File: config.mk
export PLATFORM = sky130hd
export DESIGN_NAME = jk_counter_reg
export DESIGN_NICKNAME = d
export VERILOG_FILES = /design/src/rtl/jk_pkg.sv /design/src/rtl/jk_cell.sv /design/src/rtl/jk_counter_reg.sv
export SDC_FILE = /design/constraint.sdc
export NUM_CORES = 1
export LEC_CHECK = 0
export ABC_AREA = 1
export CAP_MARGIN = 5
export CORE_AREA = 5 5 42 44
export CTS_BUF_LIST = sky130_fd_sc_hd__clkbuf_8
export DETAILED_ROUTE_END_ITERATION = 8
export DIE_AREA = 0 0 47 49
export GPL_TIMING_DRIVEN = 0
export PLACE_DENSITY = 0.84
export SYNTH_ARGS = -nofsm -noshare
export SYNTH_HDL_FRONTEND = slang
export SYNTH_SLANG_ARGS = --single-unit
File: constraint.sdc
create_clock -name clk -period 3.2 [get_ports clk]
set_input_delay 0.48 -clock clk [delete_from_list [all_inputs] [get_ports clk]]
set_output_delay 0.48 -clock clk [all_outputs]
set_load 0.05 [all_outputs]
File: src/rtl/jk_pkg.sv
`default_nettype none
// +--------------------------------------------------------------------------+
// | Package     : jk_pkg                                                     |
// | Description : Shared mode encoding for the JK-cell register family.      |
// |               mode_t is the 2-bit operating mode; MODE_* are its values. |
// | Revision    : 1.0 - initial release                                      |
// +--------------------------------------------------------------------------+
package jk_pkg;

  typedef logic [1:0] mode_t;

  localparam mode_t MODE_HOLD  = 2'b00;
  localparam mode_t MODE_JK    = 2'b01;
  localparam mode_t MODE_COUNT = 2'b10;
  localparam mode_t MODE_LOAD  = 2'b11;

endpackage : jk_pkg
`default_nettype wire

File: src/rtl/jk_cell.sv
`default_nettype none
// +--------------------------------------------------------------------------+
// | Module      : jk_cell                                                    |
// | Description : Single JK storage bit, updated on the falling clock edge,  |
// |               with asynchronous active-low clear.                        |
// | Ports       : clk   - clock (falling edge active)                        |
// |               CLR_n - asynchronous clear, active low                     |
// |               j, k  - JK inputs (00 hold, 01 clear, 10 set, 11 toggle)   |
// |               q     - stored bit                                         |
// | Revision    : 1.0 - initial release                                      |
// +--------------------------------------------------------------------------+
module jk_cell (
  input  logic clk,
  input  logic CLR_n,
  input  logic j,
  input  logic k,
  output logic q
);

  logic r_q;

  always_ff @(negedge clk or negedge CLR_n) begin
    if (!CLR_n) begin
      r_q <= 1'b0;
    end else begin
      case ({j, k})
        2'b01:   r_q <= 1'b0;
        2'b10:   r_q <= 1'b1;
        2'b11:   r_q <= ~r_q;
        default: r_q <= r_q;
      endcase
    end
  end

  assign q = r_q;

endmodule : jk_cell
`default_nettype wire

File: src/rtl/jk_counter_reg.sv
`default_nettype none
// +--------------------------------------------------------------------------+
// | Module      : jk_counter_reg                                             |
// | Description : WIDTH-bit register built from jk_cell bits. Modes: HOLD,   |
// |               per-bit JK, modulo-(MAX_COUNT+1) up/down COUNT, LOAD.      |
// |               TC is a registered one-cycle terminal-count pulse.         |
// |               Build option JKCNT_SATURATE_EN: COUNT saturates at the     |
// |               ends instead of wrapping (TC flags each blocked step).     |
// | Ports       : clk        - clock, falling edge active                    |
// |               CLR_n      - asynchronous clear, active low                |
// |               mode       - 00 HOLD, 01 JK, 10 COUNT, 11 LOAD             |
// |               J, K       - per-bit JK inputs (JK mode)                   |
// |               D          - parallel load value (LOAD mode)               |
// |               en, up     - count enable / direction (COUNT mode)         |
// |               Q          - register contents                             |
// |               TC         - terminal-count pulse                          |
// | Revision    : 1.0 - initial release                                      |
// +--------------------------------------------------------------------------+
module jk_counter_reg
  import jk_pkg::*;
#(
  parameter int WIDTH     = 4,
  parameter int MAX_COUNT = 2**WIDTH - 1
) (
  input  logic             clk,
  input  logic             CLR_n,
  input  logic [1:0]       mode,
  input  logic [WIDTH-1:0] J,
  input  logic [WIDTH-1:0] K,
  input  logic [WIDTH-1:0] D,
  input  logic             en,
  input  logic             up,
  output logic [WIDTH-1:0] Q,
  output logic             TC
);

  localparam logic [WIDTH-1:0] c_max_count = WIDTH'(MAX_COUNT);

  logic [WIDTH-1:0] w_next;
  logic [WIDTH-1:0] w_j;
  logic [WIDTH-1:0] w_k;
  logic             w_tc_next;
  logic             r_tc;

  // Next count value and TC for the current Q. Only meaningful in COUNT
  // mode with en high; otherwise w_next == Q so the cells see J=K=0.
  always_comb begin
    w_next    = Q;
    w_tc_next = 1'b0;
    if (mode == MODE_COUNT && en) begin
      if (up) begin
        if (Q >= c_max_count) begin
`ifdef JKCNT_SATURATE_EN
          w_next    = c_max_count;
`else
          w_next    = '0;
`endif
          w_tc_next = 1'b1;
        end else begin
          w_next = Q + 1'b1;
        end
      end else begin
        if (Q == '0) begin
`ifdef JKCNT_SATURATE_EN
          w_next    = '0;
`else
          w_next    = c_max_count;
`endif
          w_tc_next = 1'b1;
        end else if (Q > c_max_count) begin
          // Out-of-range value (reachable via LOAD) snaps back into range.
          w_next = c_max_count;
        end else begin
          w_next = Q - 1'b1;
        end
      end
    end
  end

  // Map each mode onto per-cell JK controls.
  always_comb begin
    w_j = '0;
    w_k = '0;
    case (mode)
      MODE_JK: begin
        w_j = J;
        w_k = K;
      end
      MODE_LOAD: begin
        w_j = D;
        w_k = ~D;
      end
      MODE_COUNT: begin
        // Toggle exactly the bits that differ between Q and the next count.
        w_j = Q ^ w_next;
        w_k = Q ^ w_next;
      end
      default: begin
        w_j = '0;
        w_k = '0;
      end
    endcase
  end

  for (genvar gi = 0; gi < WIDTH; gi++) begin : g_cell
    jk_cell u_cell (
      .clk   (clk),
      .CLR_n (CLR_n),
      .j     (w_j[gi]),
      .k     (w_k[gi]),
      .q     (Q[gi])
    );
  end

  always_ff @(negedge clk or negedge CLR_n) begin
    if (!CLR_n) begin
      r_tc <= 1'b0;
    end else begin
      r_tc <= w_tc_next;
    end
  end

  assign TC = r_tc;

endmodule : jk_counter_reg
`default_nettype wire
==> flow_summary.json <==
{
  "stdcell_count": 134,
  "ys_ff_latch": 5,
  "setup_viol": 0,
  "yosysWarnings": 0,
  "drive_gt1_share_pct": 15.3,
  "critPathArrivalTime_ns": 2.69,
  "place_ws_ns": -0.326,
  "leakage_nw": 0.446,
  "dpl_cell_area_um2": 764,
  "peakVddDrop_v": 0.000241,
  "grt_setup_unrepaired": "no",
  "synth_area_um2": 524,
  "nNetsFinal": 139,
  "end_kind": "output port",
  "crit_type": "register to output port",
  "cts_max_level": 1,
  "wl_per_cell_um": 10.8,
  "dpl.hpwl_mm": 1.19,
  "grt_pass1_vias": 627,
  "syn_area_per_cell_um2": 5.70,
  "required_ns": 2.72,
  "die-width_um": 47,
  "avgViaCountPerCell": 4.75,
  "pwr-share-seq_pct": 22.4,
  "clock_sinks": 5,
  "die_area_um2": 2300,
  "syn2layout_area_growth_pct": 54.9,
  "syn_inst": 92,
  "io_buffers": 22,
  "status": "completed",
  "finalSetupTns_ns": 0,
  "synth-async-reset-ratio_pct": 100,
  "switching_share_pct": 45.7,
  "switchingPower_w": 0.000234,
  "initial_core_util_pct": 37.4,
  "power.total_w": 0.000512,
  "route.detailed.drc": 0,
  "report.final.slew_viol_count": 0,
  "synth_top_cell_by_area": "dfrtn_1",
  "fp.dieH_um": 49,
  "grt_first_pass_wirelength_mm": 2.48,
  "fill_cells": 150,
  "antenna_left": 0,
  "seq_area_frac_synth_pct": 23.9,
  "grt_usage_pct": 15.1,
  "critPathLaunchType": "register",
  "antenna_found_initial": 0,
  "drv_cap": 0,
  "worst_pin_slew_ns": 0.296,
  "clk_pin_slew_ns": 0.03,
  "internal_power_w": 0.000278,
  "num_antenna_cells": 0,
  "combPwrFrac_pct": 54.5,
  "fp.coreArea_um2": 1400,
  "dp.cells": 130,
  "finalWirelength_mm": 1.44,
  "dr.pass1.iters": 4,
  "gp_congestion": 0.780,
  "ys.flop_type": "dfrtn_1",
  "setup_ws_ns": 0.0275,
  "insertion_delay_ns": 0.25,
  "cts-root-buf": "clkbuf_8",
  "cts_hold_buf": 0,
  "power-per-cell-area_nw_per_um2": 631,
  "worst-path-max-fanout": 7,
  "grt_max_degree": 8,
  "clock_path_buffers": 2,
  "pwr-share-clk_pct": 23.1,
  "drt_iter0_markers": 8,
  "ys_types": 17,
  "synth_top_cells_by_area": "dfrtn_1 (24%), nand2_1 (23%), inv_1 (11%)",
  "row_count": 14,
  "synthMostInstantiatedCell": "nand2_1",
  "min_path_type": "register to register",
  "cts_buffers": 3,
  "synth_edf_count": 0,
  "skew_ns": 0.00463,
  "synth_top_cell_area_share_pct": 23.9,
  "via_count": 637,
  "synthTopCellsByCount": "nand2_1 (32), inv_1 (15), nor2_1 (12)",
  "hold_violations": 0,
  "postLayoutCellArea_um2": 812,
  "ios": 23,
  "relSlewSlack_pct": 80.2,
  "synth_nets": 112,
  "grt-ovfl-total": 0,
  "cts_tree": "yes"
}
[repair_timing]
item	in CTS	in global routing
setup endpoints to repair	7	5
gates resized for setup	28	4
buffers inserted	0	0
[final timing paths]
| path | start | to | slack (ns) | cells past startpoint |
|---|---|---|---|---|
| setup / recovery | g_cell[2].u_cell.q | Q[2] | 0.03 | 2 |
| hold / removal | g_cell[0].u_cell.q | g_cell[0].u_cell.q | 0.59 | 2 |
| setup reg to reg | g_cell[0].u_cell.q | g_cell[3].u_cell.q | 1.61 | 12 |
| hold reg to reg | g_cell[0].u_cell.q | g_cell[0].u_cell.q | 0.59 | 2 |
| max in group asynchronous | CLR_n | TC | 1.03 | 1 |
| min in group asynchronous | CLR_n | g_cell[1].u_cell.q | 1.94 | 1 |
[cell families after synthesis]
logic type | Yosys count | share of synthesized area (%)
AOI/OAI and AO/OA | 11 | 11.7
adders and majority gates | 2 | 4.77
buffers and inverters | 20 | 17.2
DFF | 5 | 23.9
and+or+nand+nor | 54 | 42.5
[metal layers]
metal | track usage [%] | part of all wire (%) | vias up
met5 | 0 | 0 | -
met4 | 9.68 | 3.1 | 0
met3 | 2.58 | 8.7 | 5
met2 | 27.8 | 54 | 28
met1 | 13.8 | 34 | 271
li1 | - | - | 333
[placed cells by master, fill, tap and decap left out, drive strengths merged, types with 2 or more instances in the layout]
cell type      count
ha                 2
a21oi              3
nor2              13
dlymetal6s2s       2
buf                7
inv               17
clkbuf             4
dfrtn              5
o21ai              6
nand3              4
clkdlybuf4s50     14
nand2             34
[worst max-delay path, stage by stage (launching register included)]
cell and delay (ns):
dfrtn_1 0.51, buf_4 0.15, buf_4 0.18
[cell type report]
class	count	area [um^2]	share of cell area, %
multi-input combinational	67	319	39.3
timing repair buffer	22	213	26.2
sequential	5	125	15.4
inverter	16	60.1	7.40
clock buffer	3	41.3	5.08
buffer	4	30.0	3.70
tap	16	20.0	2.47
clock inverter	1	3.75	0.462
[stage by stage]
stage               utilization, %  hold slack [ns]
CTS                           57.2            0.590
global placement              54.6            0.582
detailed placement            54.6            0.589
finish                        57.9            0.594
floorplan                        -            0.516
global route                  57.9            0.626
[registers in the layout (all words and copies together), names as in the netlist]
register	cells
TC	1
g_cell.u_cell.q	4
[power groups by stage]
| stage | Clock [W] | Sequential [W] | Combinational [W] |
|---|---|---|---|
| after floorplan | 0 | 0.000107 | 0.000206 |
| after global placement | 0 | 0.000113 | 0.000282 |
| after detailed placement | 0 | 0.000114 | 0.000289 |
| after CTS | 0.000118 | 0.000114 | 0.000278 |
| after global routing | 0.000122 | 0.000118 | 0.000305 |
| final | 0.000118 | 0.000115 | 0.000279 |
Power figures use the tool's default switching activity.
